===== src/rtl/norm_2bit_seq.sv =====
// Iterative mantissa normalizer: shifts out leading zeros two bits per cycle,
// decrementing the biased exponent and stopping at exponent zero (denormal).
module norm_2bit_seq #(
  parameter int MW = 24,
  parameter int EW = 8
) (
  input  logic                     clk,
  input  logic                     rst,
  input  logic                     in_valid,
  output logic                     in_ready,
  input  logic [MW-1:0]            in_mant,
  input  logic [EW-1:0]            in_exp,
  output logic                     out_valid,
  input  logic                     out_ready,
  output logic [MW-1:0]            out_mant,
  output logic [EW-1:0]            out_exp,
  output logic [$clog2(MW+1)-1:0]  out_shift,
  output logic                     out_zero,
  output logic                     out_denorm
);

  localparam int SW = $clog2(MW+1);

  typedef enum logic [1:0] {IDLE, SHIFT, DONE} state_t;

  state_t          state_q, state_d;
  logic [MW-1:0]   mant_q, mant_d;
  logic [EW-1:0]   exp_q, exp_d;
  logic [SW-1:0]   shift_q, shift_d;
  logic            zero_q, zero_d;
  logic            denorm_q, denorm_d;
  logic [1:0]      top_grp;

  assign top_grp = mant_q[MW-1:MW-2];

  always_ff @(posedge clk) begin
    if (rst) begin
      state_q  <= IDLE;
      mant_q   <= '0;
      exp_q    <= '0;
      shift_q  <= '0;
      zero_q   <= 1'b0;
      denorm_q <= 1'b0;
    end else begin
      state_q  <= state_d;
      mant_q   <= mant_d;
      exp_q    <= exp_d;
      shift_q  <= shift_d;
      zero_q   <= zero_d;
      denorm_q <= denorm_d;
    end
  end

  always_comb begin
    state_d  = state_q;
    mant_d   = mant_q;
    exp_d    = exp_q;
    shift_d  = shift_q;
    zero_d   = zero_q;
    denorm_d = denorm_q;
    unique case (state_q)
      IDLE: begin
        if (in_valid) begin
          mant_d   = in_mant;
          exp_d    = in_exp;
          shift_d  = '0;
          denorm_d = 1'b0;
          zero_d   = (in_mant == '0);
          if (in_mant == '0) begin
            exp_d   = '0;
            shift_d = SW'(MW);
            state_d = DONE;
          end else begin
            state_d = SHIFT;
          end
        end
      end
      SHIFT: begin
        if (top_grp[1] || exp_q == '0) begin
          state_d = DONE;
        end else if (top_grp[0] || exp_q == EW'(1)) begin
          // Single-bit step: either one zero left, or the exponent can only afford one
          mant_d  = mant_q << 1;
          exp_d   = exp_q - EW'(1);
          shift_d = shift_q + SW'(1);
          state_d = DONE;
        end else begin
          mant_d  = mant_q << 2;
          exp_d   = exp_q - EW'(2);
          shift_d = shift_q + SW'(2);
        end
        if (state_d == DONE) denorm_d = ~mant_d[MW-1];
      end
      DONE: begin
        if (out_ready) state_d = IDLE;
      end
      default: state_d = IDLE;
    endcase
  end

  assign in_ready   = (state_q == IDLE) && !rst;
  assign out_valid  = (state_q == DONE);
  assign out_mant   = mant_q;
  assign out_exp    = exp_q;
  assign out_shift  = shift_q;
  assign out_zero   = zero_q;
  assign out_denorm = denorm_q;

endmodule


===== config.mk =====
export PLATFORM = sky130hd
export DESIGN_NAME = norm_2bit_seq
export DESIGN_NICKNAME = d
export VERILOG_FILES = /design/src/rtl/norm_2bit_seq.sv
export SDC_FILE = /design/constraint.sdc
export NUM_CORES = 1
export LEC_CHECK = 0
export CORE_MARGIN = 10
export CORE_UTILIZATION = 50
export CTS_BUF_LIST = sky130_fd_sc_hd__clkbuf_8
export DETAILED_ROUTE_END_ITERATION = 7
export PLACE_DENSITY = 0.92
export SLEW_MARGIN = 0
export SYNTH_ARGS = -nofsm -noshare
export SYNTH_HDL_FRONTEND = slang
export SYNTH_SLANG_ARGS = --single-unit
export TNS_END_PERCENT = 5

===== constraint.sdc =====
create_clock -name clk -period 2.9 [get_ports clk]
set_clock_uncertainty 0.2 [all_clocks]
set_input_delay 0.435 -clock clk [delete_from_list [all_inputs] [get_ports clk]]
set_output_delay 0.435 -clock clk [all_outputs]
set_load 0.005 [all_outputs]

Word level (Yosys, flattened, before mapping)

Index checks and enable logic that the tools add are counted.

$add $sub $neg: 4
Multiply operators: 0
Divide/modulo/power cells: 0
Order comparisons: 0
Equal/unequal tests: 8
Shift operators: 0
Mux-type cells: 25
Bitwise logic cells: 1
Reductions and logical operators: 13

Operators with widths:

| cell                                              | number |
|---|---|
| 2-to-1 mux 24 bit                                 | 4 |
| case mux 24 bit (2 select lines)                  | 1 |
| 2-to-1 mux 8 bit                                  | 4 |
| zero test 24 bit                                  | 1 |
| 2-to-1 mux 5 bit                                  | 4 |
| case mux 8 bit (2 select lines)                   | 1 |
| 2-to-1 mux 2 bit                                  | 6 |
| case mux 5 bit (2 select lines)                   | 1 |
| == test 8 x 1 -> 1 bit (second input constant)    | 1 |
| zero test 8 bit                                   | 1 |
| subtractor 8 x 1 -> 8 bit (second input constant) | 1 |
| subtractor 8 x 2 -> 8 bit (second input constant) | 1 |
| != test 2 bit (second input constant)             | 3 |
| case mux 2 bit (3 select lines)                   | 1 |
| AND reduction 2 bit                               | 3 |
| AND reduction 3 bit                               | 2 |
| adder 5 x 1 -> 5 bit (second input constant)      | 1 |
| adder 5 x 2 -> 5 bit (second input constant)      | 1 |
| == test 2 bit (second input constant)             | 2 |
| == test 2 x 1 -> 1 bit (second input constant)    | 1 |
| zero test 2 bit                                   | 1 |
| logical OR 1 bit                                  | 2 |
| 2-to-1 mux 1 bit                                  | 2 |
| != test 2 x 1 -> 1 bit (second input constant)    | 1 |
| 5 further kinds                                   | 5 |

Bits in registers: 41
Latch bits: 0
Bits in writable memories: 0
Memory bits (read-only): 0
Bits of input ports: 36
Memories: 0

Depth between registers and ports, before layout

Depth after elaboration: 8
Mapped depth: 9
Mapped depth without buffers: 7

Least setup slack after synthesis

OpenSTA, ideal clock, no wires.

Kind: register -> register
Start: register exp_q[1] (netlist: out_exp[1])
End: register mant_q[18] (netlist: out_mant[18])
Setup time: 0.133 ns
Data arrival time: 1.859 ns
Slack: 0.707 ns
Cell stages (with the launch flop): 9
Period minus slack after synthesis: 2.193 ns
Path through: dfxtp_1 inv_1 ha_1 nor4b_4 a21oi_2 buf_6 mux2_4 a221oi_2 nor3_1

Cells in the longest elaborated chain, start to end: 6

Ends and longest elaborated chain:

| what                             | line | text |
|---|---|---|
| start, declared                  | 28   | `logic [EW-1:0] exp_q, exp_d;` |
| start signal, assigned           | 47   | `exp_q <= exp_d;` |
| == test 8 x 1 -> 1 bit           | 81   | `end else if (top_grp[0] \|\| exp_q == EW'(1)) begin` |
| logical OR 1 bit                 | 81   |  |
| 2-to-1 mux 24 bit                | 81   |  |
| 2-to-1 mux 24 bit                | 79   | `if (top_grp[1] \|\| exp_q == '0) begin` |
| 2-to-1 mux 24 bit                | 61   | `unique case (state_q)` |
| case mux 24 bit (2 select lines) | 61   |  |
| end signal, assigned             | 46   | `mant_q <= mant_d;` |
| end, declared                    | 27   | `logic [MW-1:0] mant_q, mant_d;` |

Parallel ways exist; a longest one is shown, timed or not. The select of a mux whose other input is x is not followed.
A chain may end at the register's enable or synchronous reset.

Final worst setup path

Start: register exp_q[1] (netlist: out_exp[1])
End: register mant_q[2] (netlist: out_mant[2])

The elaborated chain is that of the path after synthesis.

==> run summary <==
Drt total wl - 8490 µm
DR iter-0 viols - 154
Vias in the first global route - 2,726
Netlist cell types - 62
Arrival time worst endpoint - 2.57 ns
Die Ht - 95.4 µm
Syn nets - 337
Largest net degree at the start of global routing - 40
Share of layout cells above drive strength 1 - 20.6%
Synth warn - 0
Setup CP Type - reg -> reg
Postcts setup bufs - 0
Slowest CP cell - a21oi_4
Cell area after synthesis - 2840 µm²
Crit-path cells - inv_1, ha_1, nor4b_4, a21oi_4, buf_4, mux2_4, a221oi_2, nor3_1
Worst hold path class - reg -> reg
Yosys reg bits - 41
Final setup margin - 0.304 ns
Initial antenna violation count - 0
Initial Util - 51.6%
Area grow syn2layout - 30.9%
CTS Buf Count - 5
Core Box Area - 5510 µm²
Clk slew on worst S/H paths - 0.09 ns
Slew Limit Headroom - 49.8%
First-pass GRT wire length - 14,000 µm
Setup-failing EPs final - 0
Leakage - 1.40 nW
Fin Setup TNS - 0 ns
RePlAce Congestion - 0.839
Minimum clock period - 2.60 ns
Post-synth top area share - 28.9%
Synth Flop Type - dfxtp_1
Share of the clock period used by the worst path - 89.5%
IR drop worst, VDD - 0.354 mV
Number of routed nets with antenna violations - 0
Post-cts hold buffer count - 0
ANT cells - 0
Die outline area - 9090 µm²
IO Pins - 77
CTS sink cnt - 41
Fin. Hold Viols - 0
GRT Util Overall - 19.1%
RSZ-0062 raised after global routing - no
Max_cap viols - 0
Layout Nets - 406
Register area share after synthesis - 28.9%
CP startpoint kind - register
Dpl ws - 0.152 ns
Syn Inst Count - 294
Crit-path max FO - 11
Commonest non-fill, non-tap cell in the layout - clkdlybuf4s50_1
Slew Viols, Final - 0
Synth area leaders - dfxtp_1, mux2_4, a221oi_2, nor3_1, nor2_1
CTS tree - built
Max stage delay on crit path - 0.43 ns
DR WL/cell - 19.5 µm
First-pass DRT Iterations - 4
Row count - 27
Area leader, netlist - dfxtp_1
DR vias - 2,716
Total power - 2.57 mW
Asr flop ratio synth - 0%
EDFF count, synth - 0
CTS max path bufs - 2
Run status - complete, no violations
Slew @ Worst Pin - 0.753 ns
Final HPWL DP - 6250 µm
Die width - 95.4 µm
FMAX - 0.385 GHz
Mean Syn Cell Area - 9.66 µm²
Post-cts sizing count - 0
DRC viols - 0
Avg Vias per Cell - 6.23
IO buf count - 76
Grt total ovfl - 0
Root buffer cell - clkbuf_8
Req. time, crit path - 2.87 ns
H-tree depth - 2
Highest-count cells in the layout ignoring fill and taps - clkdlybuf4s50_1, dfxtp_1, nor2_1, nor3_1, mux2_4
Later-pin clock latency in the skew report - 0.30 ns
PwrDens - 691 nW/µm²
Critical Path End Type - register
## per-stage QoR
step / util, % / instances / hold slack [ns] / cell area (µm²)
5_1_grt: 67.5 / 436 / 0.299 / 3720
6_report: 67.5 / 436 / 0.266 / 3720
4_1_cts: 67.5 / 436 / 0.276 / 3720
2_1_floorplan: - / 294 / 0.253 / 2840
3_5_place_dp: 65.3 / 428 / 0.267 / 3600
3_3_place_gp: 65.3 / 428 / 0.246 / 3600
## state kept, by name, summed over array words and instances (netlist names)
name and cells:
out_shift 5, state_q 2, out_exp 8, out_denorm 1, out_zero 1, out_mant 24
## cell type report
type	count	area [µm²]
fill	421	1790
timing repair buffer	87	856
clock inverter	2	37.5
inverter	5	18.8
multi-input combinational	223	1810
clock buffer	6	82.6
sequential	41	821
tap	72	90.1
## cell families (layout without fill, tap and decap cells)
kind of cell             count (synthesis)  after routing  share of synthesized area (%)
XOR/XNOR                                 1              1                          0.309
multiplexers                            26             26                           12.9
buffers and inverters                   30            100                           7.62
adder cells (fa/ha/maj)                  7              7                           3.08
AO/OA/AOI/OAI                           81             81                           26.4
AND/OR/NAND/NOR                        108            108                           20.7
flip-flops                              41             41                           28.9
## Yosys cell counts (all sizes together), types with 2 or more instances
cell and instances:
o22ai 2, inv 5, nor2b 3, o21ai 12, a32o 3, or3 2, nor4 6, or4 2
a32oi 4, o211ai 4, clkbuf 5, nor2 35, a21oi 12, buf 19, a211oi 4, and2 2
nand2b 2, nor3b 3, a221oi 26, ha 7, nor4b 2, mux2i 4, dfxtp 41, nor3 29
nand2 11, a21boi 2, mux2 22, nand3 6, a22oi 2
## critical path: cells and delay by family, from the launching register on
| kind | cells | cell delay [ns] |
|---|---|---|
| AOI/OAI and AO/OA | 2 | 0.68 |
| adders and majority gates | 1 | 0.21 |
| buffers and inverters | 2 | 0.46 |
| DFF | 1 | 0.36 |
| muxes | 1 | 0.33 |
| and+or+nand+nor | 2 | 0.22 |
## where the power goes
part | internal [mW] | switching, mW
registers | 0.666 | 0.151
logic | 0.651 | 0.609
clock network | 0.280 | 0.212
## final timing paths
kind	startpoint	end	slack [ns]	cells past startpoint
min	out_zero$_SDFFE_PP0P_	out_zero$_SDFFE_PP0P_	0.27	2
max	out_exp[1]$_SDFFE_PP0P_	out_mant[2]$_SDFFE_PP0P_	0.30	8
min reg2reg	out_zero$_SDFFE_PP0P_	out_zero$_SDFFE_PP0P_	0.27	2
max reg2reg	out_exp[1]$_SDFFE_PP0P_	out_mant[2]$_SDFFE_PP0P_	0.30	8
## routing by layer
metal | part of all wire, % | vias to the layer above | global-route usage (%)
li1 | - | 1279 | -
met1 | 41 | 1289 | 23.1
met2 | 48 | 132 | 30.5
met3 | 8.6 | 16 | 5.97
met4 | 2.3 | 0 | 7.98
met5 | 0 | - | 0
(Power assumes the default switching activity.)
